**src/rtl/ps2_key_ctrl.sv**
```systemverilog
// PS/2 scan-code sequencer: pops the receiver FIFO, folds E0/F0 prefixes into key events.
// Optional auto-repeat suppression is enabled by defining PS2_TYPEMATIC_FILTER_EN.
module ps2_key_ctrl #(
    parameter int TIMEOUT_CYC = 1000000,
    parameter int TMO_W       = 20
) (
    input  logic       clk,
    input  logic       rst,
    input  logic [7:0] kbd_data,
    input  logic       kbd_ready,
    output logic       kbd_rd_n,
    output logic       evt_valid,
    input  logic       evt_ready,
    output logic [7:0] evt_code,
    output logic       evt_ext,
    output logic       evt_brk,
    output logic       key_held,
    output logic [8:0] held_code,
    output logic [7:0] press_count
);

    typedef enum logic [1:0] {S_IDLE, S_POP, S_DECODE, S_EMIT} state_t;

    state_t           state_reg, state_next;
    logic [7:0]       byte_reg, byte_next;
    logic             ext_flag_reg, ext_flag_next;
    logic             brk_flag_reg, brk_flag_next;
    logic [TMO_W-1:0] tmo_cnt_reg, tmo_cnt_next;
    logic             kbd_rd_n_next;
    logic             evt_valid_next, evt_ext_next, evt_brk_next;
    logic [7:0]       evt_code_next;
    logic             key_held_next;
    logic [8:0]       held_code_next;
    logic [7:0]       press_count_next;
    logic             flag_any;
    logic             is_nonkey;

    assign flag_any = ext_flag_reg | brk_flag_reg;

    // Device responses (BAT ok, echo, ack, resend, errors) are not key codes
    always_comb begin
        is_nonkey = 1'b0;
        case (byte_reg)
            8'h00, 8'hAA, 8'hEE, 8'hFA, 8'hFE, 8'hFF: is_nonkey = 1'b1;
            default:                                 is_nonkey = 1'b0;
        endcase
    end

`ifdef PS2_TYPEMATIC_FILTER_EN
    logic is_repeat;
    assign is_repeat = !brk_flag_reg && key_held && ({ext_flag_reg, byte_reg} == held_code);
`endif

    always_comb begin
        state_next       = state_reg;
        byte_next        = byte_reg;
        ext_flag_next    = ext_flag_reg;
        brk_flag_next    = brk_flag_reg;
        tmo_cnt_next     = flag_any ? tmo_cnt_reg : '0;
        evt_valid_next   = evt_valid;
        evt_code_next    = evt_code;
        evt_ext_next     = evt_ext;
        evt_brk_next     = evt_brk;
        key_held_next    = key_held;
        held_code_next   = held_code;
        press_count_next = press_count;

        case (state_reg)
            S_IDLE: begin
                // Expiry is checked even when a byte arrives, so that byte decodes with clean flags
                if (flag_any) begin
                    if (tmo_cnt_reg == TMO_W'(TIMEOUT_CYC - 1)) begin
                        ext_flag_next = 1'b0;
                        brk_flag_next = 1'b0;
                        tmo_cnt_next  = '0;
                    end else if (!kbd_ready) begin
                        tmo_cnt_next = tmo_cnt_reg + TMO_W'(1);
                    end
                end
                if (kbd_ready) begin
                    byte_next  = kbd_data;
                    state_next = S_POP;
                end
            end
            S_POP: state_next = S_DECODE;
            S_DECODE: begin
                state_next = S_IDLE;
                if (byte_reg == 8'hE0) begin
                    ext_flag_next = 1'b1;
                    tmo_cnt_next  = '0;
                end else if (byte_reg == 8'hF0) begin
                    brk_flag_next = 1'b1;
                    tmo_cnt_next  = '0;
                end else if (is_nonkey) begin
                    ext_flag_next = 1'b0;
                    brk_flag_next = 1'b0;
                    tmo_cnt_next  = '0;
                end
`ifdef PS2_TYPEMATIC_FILTER_EN
                else if (is_repeat) begin
                    ext_flag_next = 1'b0;
                    brk_flag_next = 1'b0;
                    tmo_cnt_next  = '0;
                end
`endif
                else begin
                    evt_code_next  = byte_reg;
                    evt_ext_next   = ext_flag_reg;
                    evt_brk_next   = brk_flag_reg;
                    evt_valid_next = 1'b1;
                    state_next     = S_EMIT;
                end
            end
            S_EMIT: begin
                if (evt_ready) begin
                    evt_valid_next = 1'b0;
                    ext_flag_next  = 1'b0;
                    brk_flag_next  = 1'b0;
                    tmo_cnt_next   = '0;
                    state_next     = S_IDLE;
                    if (!evt_brk) begin
                        key_held_next    = 1'b1;
                        held_code_next   = {evt_ext, evt_code};
                        press_count_next = press_count + 8'd1;
                    end else if (key_held && ({evt_ext, evt_code} == held_code)) begin
                        key_held_next = 1'b0;
                    end
                end
            end
            default: state_next = S_IDLE;
        endcase
    end

    // Strobe is registered from the next state so it is low exactly while in S_POP
    assign kbd_rd_n_next = (state_next != S_POP);

    always_ff @(posedge clk or posedge rst) begin
        if (rst) begin
            state_reg    <= S_IDLE;
            byte_reg     <= 8'h00;
            ext_flag_reg <= 1'b0;
            brk_flag_reg <= 1'b0;
            tmo_cnt_reg  <= '0;
            kbd_rd_n     <= 1'b1;
            evt_valid    <= 1'b0;
            evt_code     <= 8'h00;
            evt_ext      <= 1'b0;
            evt_brk      <= 1'b0;
            key_held     <= 1'b0;
            held_code    <= 9'h000;
            press_count  <= 8'h00;
        end else begin
            state_reg    <= state_next;
            byte_reg     <= byte_next;
            ext_flag_reg <= ext_flag_next;
            brk_flag_reg <= brk_flag_next;
            tmo_cnt_reg  <= tmo_cnt_next;
            kbd_rd_n     <= kbd_rd_n_next;
            evt_valid    <= evt_valid_next;
            evt_code     <= evt_code_next;
            evt_ext      <= evt_ext_next;
            evt_brk      <= evt_brk_next;
            key_held     <= key_held_next;
            held_code    <= held_code_next;
            press_count  <= press_count_next;
        end
    end

endmodule
```
**config.mk**
```make
export PLATFORM = sky130hd
export DESIGN_NAME = ps2_key_ctrl
export DESIGN_NICKNAME = d
export VERILOG_FILES = /design/src/rtl/ps2_key_ctrl.sv
export SDC_FILE = /design/constraint.sdc
export NUM_CORES = 1
export LEC_CHECK = 0
export BUFFER_PORTS_ARGS = -buffer_cell sky130_fd_sc_hd__buf_2
export CAP_MARGIN = 30
export CORE_AREA = 2 2 93 95
export DETAILED_ROUTE_END_ITERATION = 7
export DIE_AREA = 0 0 95 97
export PLACE_DENSITY = 0.58
export SYNTH_ARGS = -nofsm -noshare
export SYNTH_HDL_FRONTEND = slang
export SYNTH_SLANG_ARGS = --single-unit
```
**constraint.sdc**
```tcl
create_clock -name clk -period 2 [get_ports clk]
set_clock_uncertainty 0.05 [all_clocks]
set_input_delay 0.1 -clock clk [delete_from_list [all_inputs] [get_ports clk]]
set_output_delay 0.1 -clock clk [all_outputs]
set_load 0.03 [all_outputs]
```
==> results.py <==
metrics = {
    "global_route": {
        "antenna_found_initial": 0,
        "grt_first_pass_wirelength_um": 13700,
        "grt.busiest_layer": "met2",
        "use_met1": 0.249,
        "grt_pass1_vias": 2867,
        "grt_max_degree": 63,
        "grt_use_total": 0.188,
        "grt.overflow.total": 0,
        "use_met2": 0.301,
        "grt_util_met3": 0.0343,
    },
    "routing": {
        "drt_iter0_drc": 136,
        "via_per_inst": 5.27,
        "postRouteAntennaNets": 0,
        "first_pass_iters": 4,
        "drc": 0,
        "avgRoutedWirePerCell_um": 15.5,
        "vias": 2788,
        "drt_wl_total_um": 8200,
    },
    "timing": {
        "hold_ws_ns": 0.284,
        "fmax_mhz": 487,
        "post-route-period-util": 1.03,
        "setup_viol": 7,
        "timing.final.ws_setup_ns": -0.0540,
        "rsz0062_at_grt": "yes",
        "tightest_slew_ns": 0.470,
        "min_period_ns": 2.05,
        "hold_viol_final": 0,
        "drv_slew": 0,
        "relSlewSlack": 0.684,
    },
    "floorplan": {
        "ioPinCount": 42,
        "fp-row-count": 33,
        "design.die.area_mm2": 0.00922,
        "core_mm2": 0.00813,
        "start_util": 0.392,
        "die_x_um": 95,
        "die_h_um": 97,
    },
    "logic_synthesis": {
        "yosysMostFrequentCell": "dfrtp_1",
        "synth_enable_flop_cells": 0,
        "synth_top_area_share": 0.478,
        "synth_cells": 313,
        "synth-seq-area-share": 0.487,
        "synth_warnings": 0,
        "synth_area_leaders": "dfrtp_1 48%, mux2_2 6.0%, nand2_1 5.4%",
        "ys_types": 45,
        "avgSynthCellArea_um2": 10.2,
        "yosysTopAreaCell": "dfrtp_1",
        "yosys_register_bits": 62,
        "synth_area_mm2": 0.00319,
        "synth_commonest_cells": "61 x dfrtp_1, 46 x nand2_1, 17 x mux2_2, 15 x nor3_1, 14 x xnor2_1",
        "synth_flop_cell": "dfrtp_1",
        "synthArstFlopShare": 1.00,
        "synth_nets": 327,
    },
    "critical_path": {
        "cp-start-kind": "register",
        "r2r-end": "tmo_cnt_reg[17]",
        "critPathBufInv": 1,
        "ff2ff_path_depth": 6,
        "critPathKind": "register to register",
        "end_kind": "register",
        "cp.arrival_ns": 2.24,
        "r2r_slack_ns": -0.05,
        "path_delay_family": "simple AND/OR/NAND/NOR gates",
        "slowest_stage": "or4_4",
        "cp_cell_sequence": "buf_6, nand4_1, or4_4, or3_4, and3_4, a211o_1",
        "max_stage_delay_ns": 0.48,
        "worstPathRequired_ns": 2.18,
        "cp_max_fo": 4,
        "r2r_start": "tmo_cnt_reg[7]",
    },
    "cells_and_area": {
        "drive_gt1_frac": 0.403,
        "area_delta_synth_final_pct": 39.3,
        "largest_reg_flops": 20,
        "final_util": 0.546,
        "final_nets": 433,
        "fin_cells": 529,
        "diodes": 0,
    },
    "status": {
        "violations": "setup timing",
        "status": "finished with violations",
    },
    "pwr": {
        "ir_drop_mv": 0.573,
        "clockPowerShare": 0.238,
        "leakage_nw": 2.12,
        "swShare": 0.390,
        "switchingPower_mw": 2.09,
        "p_per_area_mw_per_mm2": 1210,
        "total_power_mw": 5.36,
        "internal-power_mw": 3.27,
        "p_seq_frac": 0.364,
        "p_comb_frac": 0.397,
    },
    "cts": {
        "h-tree-depth": 3,
        "root_buffer": "clkbuf_8",
        "clock_latency_ns": 0.34,
        "tritoncts": "done",
        "cts.sinks": 62,
        "clk_pin_slew_worst_paths_ns": 0.07,
        "cts_buffers": 9,
        "clk_path_buf_depth": 2,
    },
    "placed_design": {
        "dp_hpwl_um": 5410,
        "port_buffers": 41,
        "gp_congestion": 0.809,
        "dp_cells": 493,
    },
    "hold_path": {
        "min_to": "tmo_cnt_reg[1]",
        "hold_path_class": "primary input to register",
        "hold_depth": 4,
        "hold_start": "kbd_ready",
    },
    "run": {
        "maxCapViolCount": 0,
    },
}
-- power by group through the flow --
stage          combinational, mW  sequential, mW  clock (mW)
3_5_place_dp                2.10            1.97           0
4_1_cts                     2.13            1.95        1.30
6_report                    2.13            1.95        1.28
3_3_place_gp                2.07            1.96           0
2_1_floorplan              0.891            2.34           0
5_1_grt                     2.32            2.01        1.38
-- cells by family after synthesis --
group,Yosys count,share of synthesized area
fa+ha+maj,2,0.00784
xor+xnor,19,0.0522
compound gates,50,0.116
buf+inv,24,0.0369
simple gates,139,0.240
mux,17,0.0600
flops,62,0.487
-- per-layer routing --
metal / up-vias / part of all wire / wire [um]
met5: - / 0 / 0
met4: 0 / 0.021 / 175
met3: 15 / 0.033 / 268
met2: 58 / 0.48 / 3910
met1: 1361 / 0.47 / 3850
li1: 1354 / - / -
-- cells in the final DEF (no fill, tap or decap), types with 11 or more instances in the layout --
master,count
a211o_1,12
nand2_1,46
dfrtp_1,61
buf_2,41
mux2_2,17
buf_4,49
nand4_1,11
xnor2_1,14
-- how the worst max path moves through the flow --
| stage | from | end | slack, ns | depth (start not counted) |
|---|---|---|---|---|
| finish | tmo_cnt_reg[7] | tmo_cnt_reg[17] | -0.05 | 6 |
| global route | tmo_cnt_reg[7] | brk_flag_reg | -0.13 | 6 |
| CTS | tmo_cnt_reg[7] | tmo_cnt_reg[19] | -0.04 | 6 |
| detailed placement | tmo_cnt_reg[7] | tmo_cnt_reg[8] | -0.12 | 5 |
| global placement | tmo_cnt_reg[7] | tmo_cnt_reg[18] | -0.06 | 5 |
| floorplan | tmo_cnt_reg[8] | tmo_cnt_reg[0] | -0.05 | 7 |
-- area by class of cell --
class | count | area (um^2)
Sequential cell | 62 | 1550
Inverter | 8 | 30.0
Timing Repair Buffer | 109 | 801
Multi-Input combinational cell | 229 | 1700
Clock buffer | 9 | 124
Clock inverter | 7 | 104
Fill cell | 711 | 3690
Tap cell | 105 | 131
-- timing repair --
item,4_1_cts,5_1_grt
cloned,1,1
endpoints found under the setup margin,17,19
buffers inserted,5,3
pin swaps,1,18
endpoints found under the hold margin,70,0
hold buffers,10,0
resized for setup,12,24
-- stage by stage --
step	cell area (um^2)	setup WS, ns	TNS (ns)
3_3_place_gp	3880	-0.0583	-0.298
3_5_place_dp	3880	-0.116	-1.11
4_1_cts	4310	-0.0429	-0.172
5_1_grt	4440	-0.130	-1.48
2_1_floorplan	3220	-0.0471	-0.212
6_report	4440	-0.0540	-0.178
-- worst reg2reg max path: cells and delay by family, from the launching register on --
kind	cells	cell delay, ns
AND/OR/NAND/NOR	4	1.18
flip-flops	1	0.38
AO/OA/AOI/OAI	1	0.21
buffers and inverters	1	0.11
No activity file was read; power rests on OpenSTA's default activity.
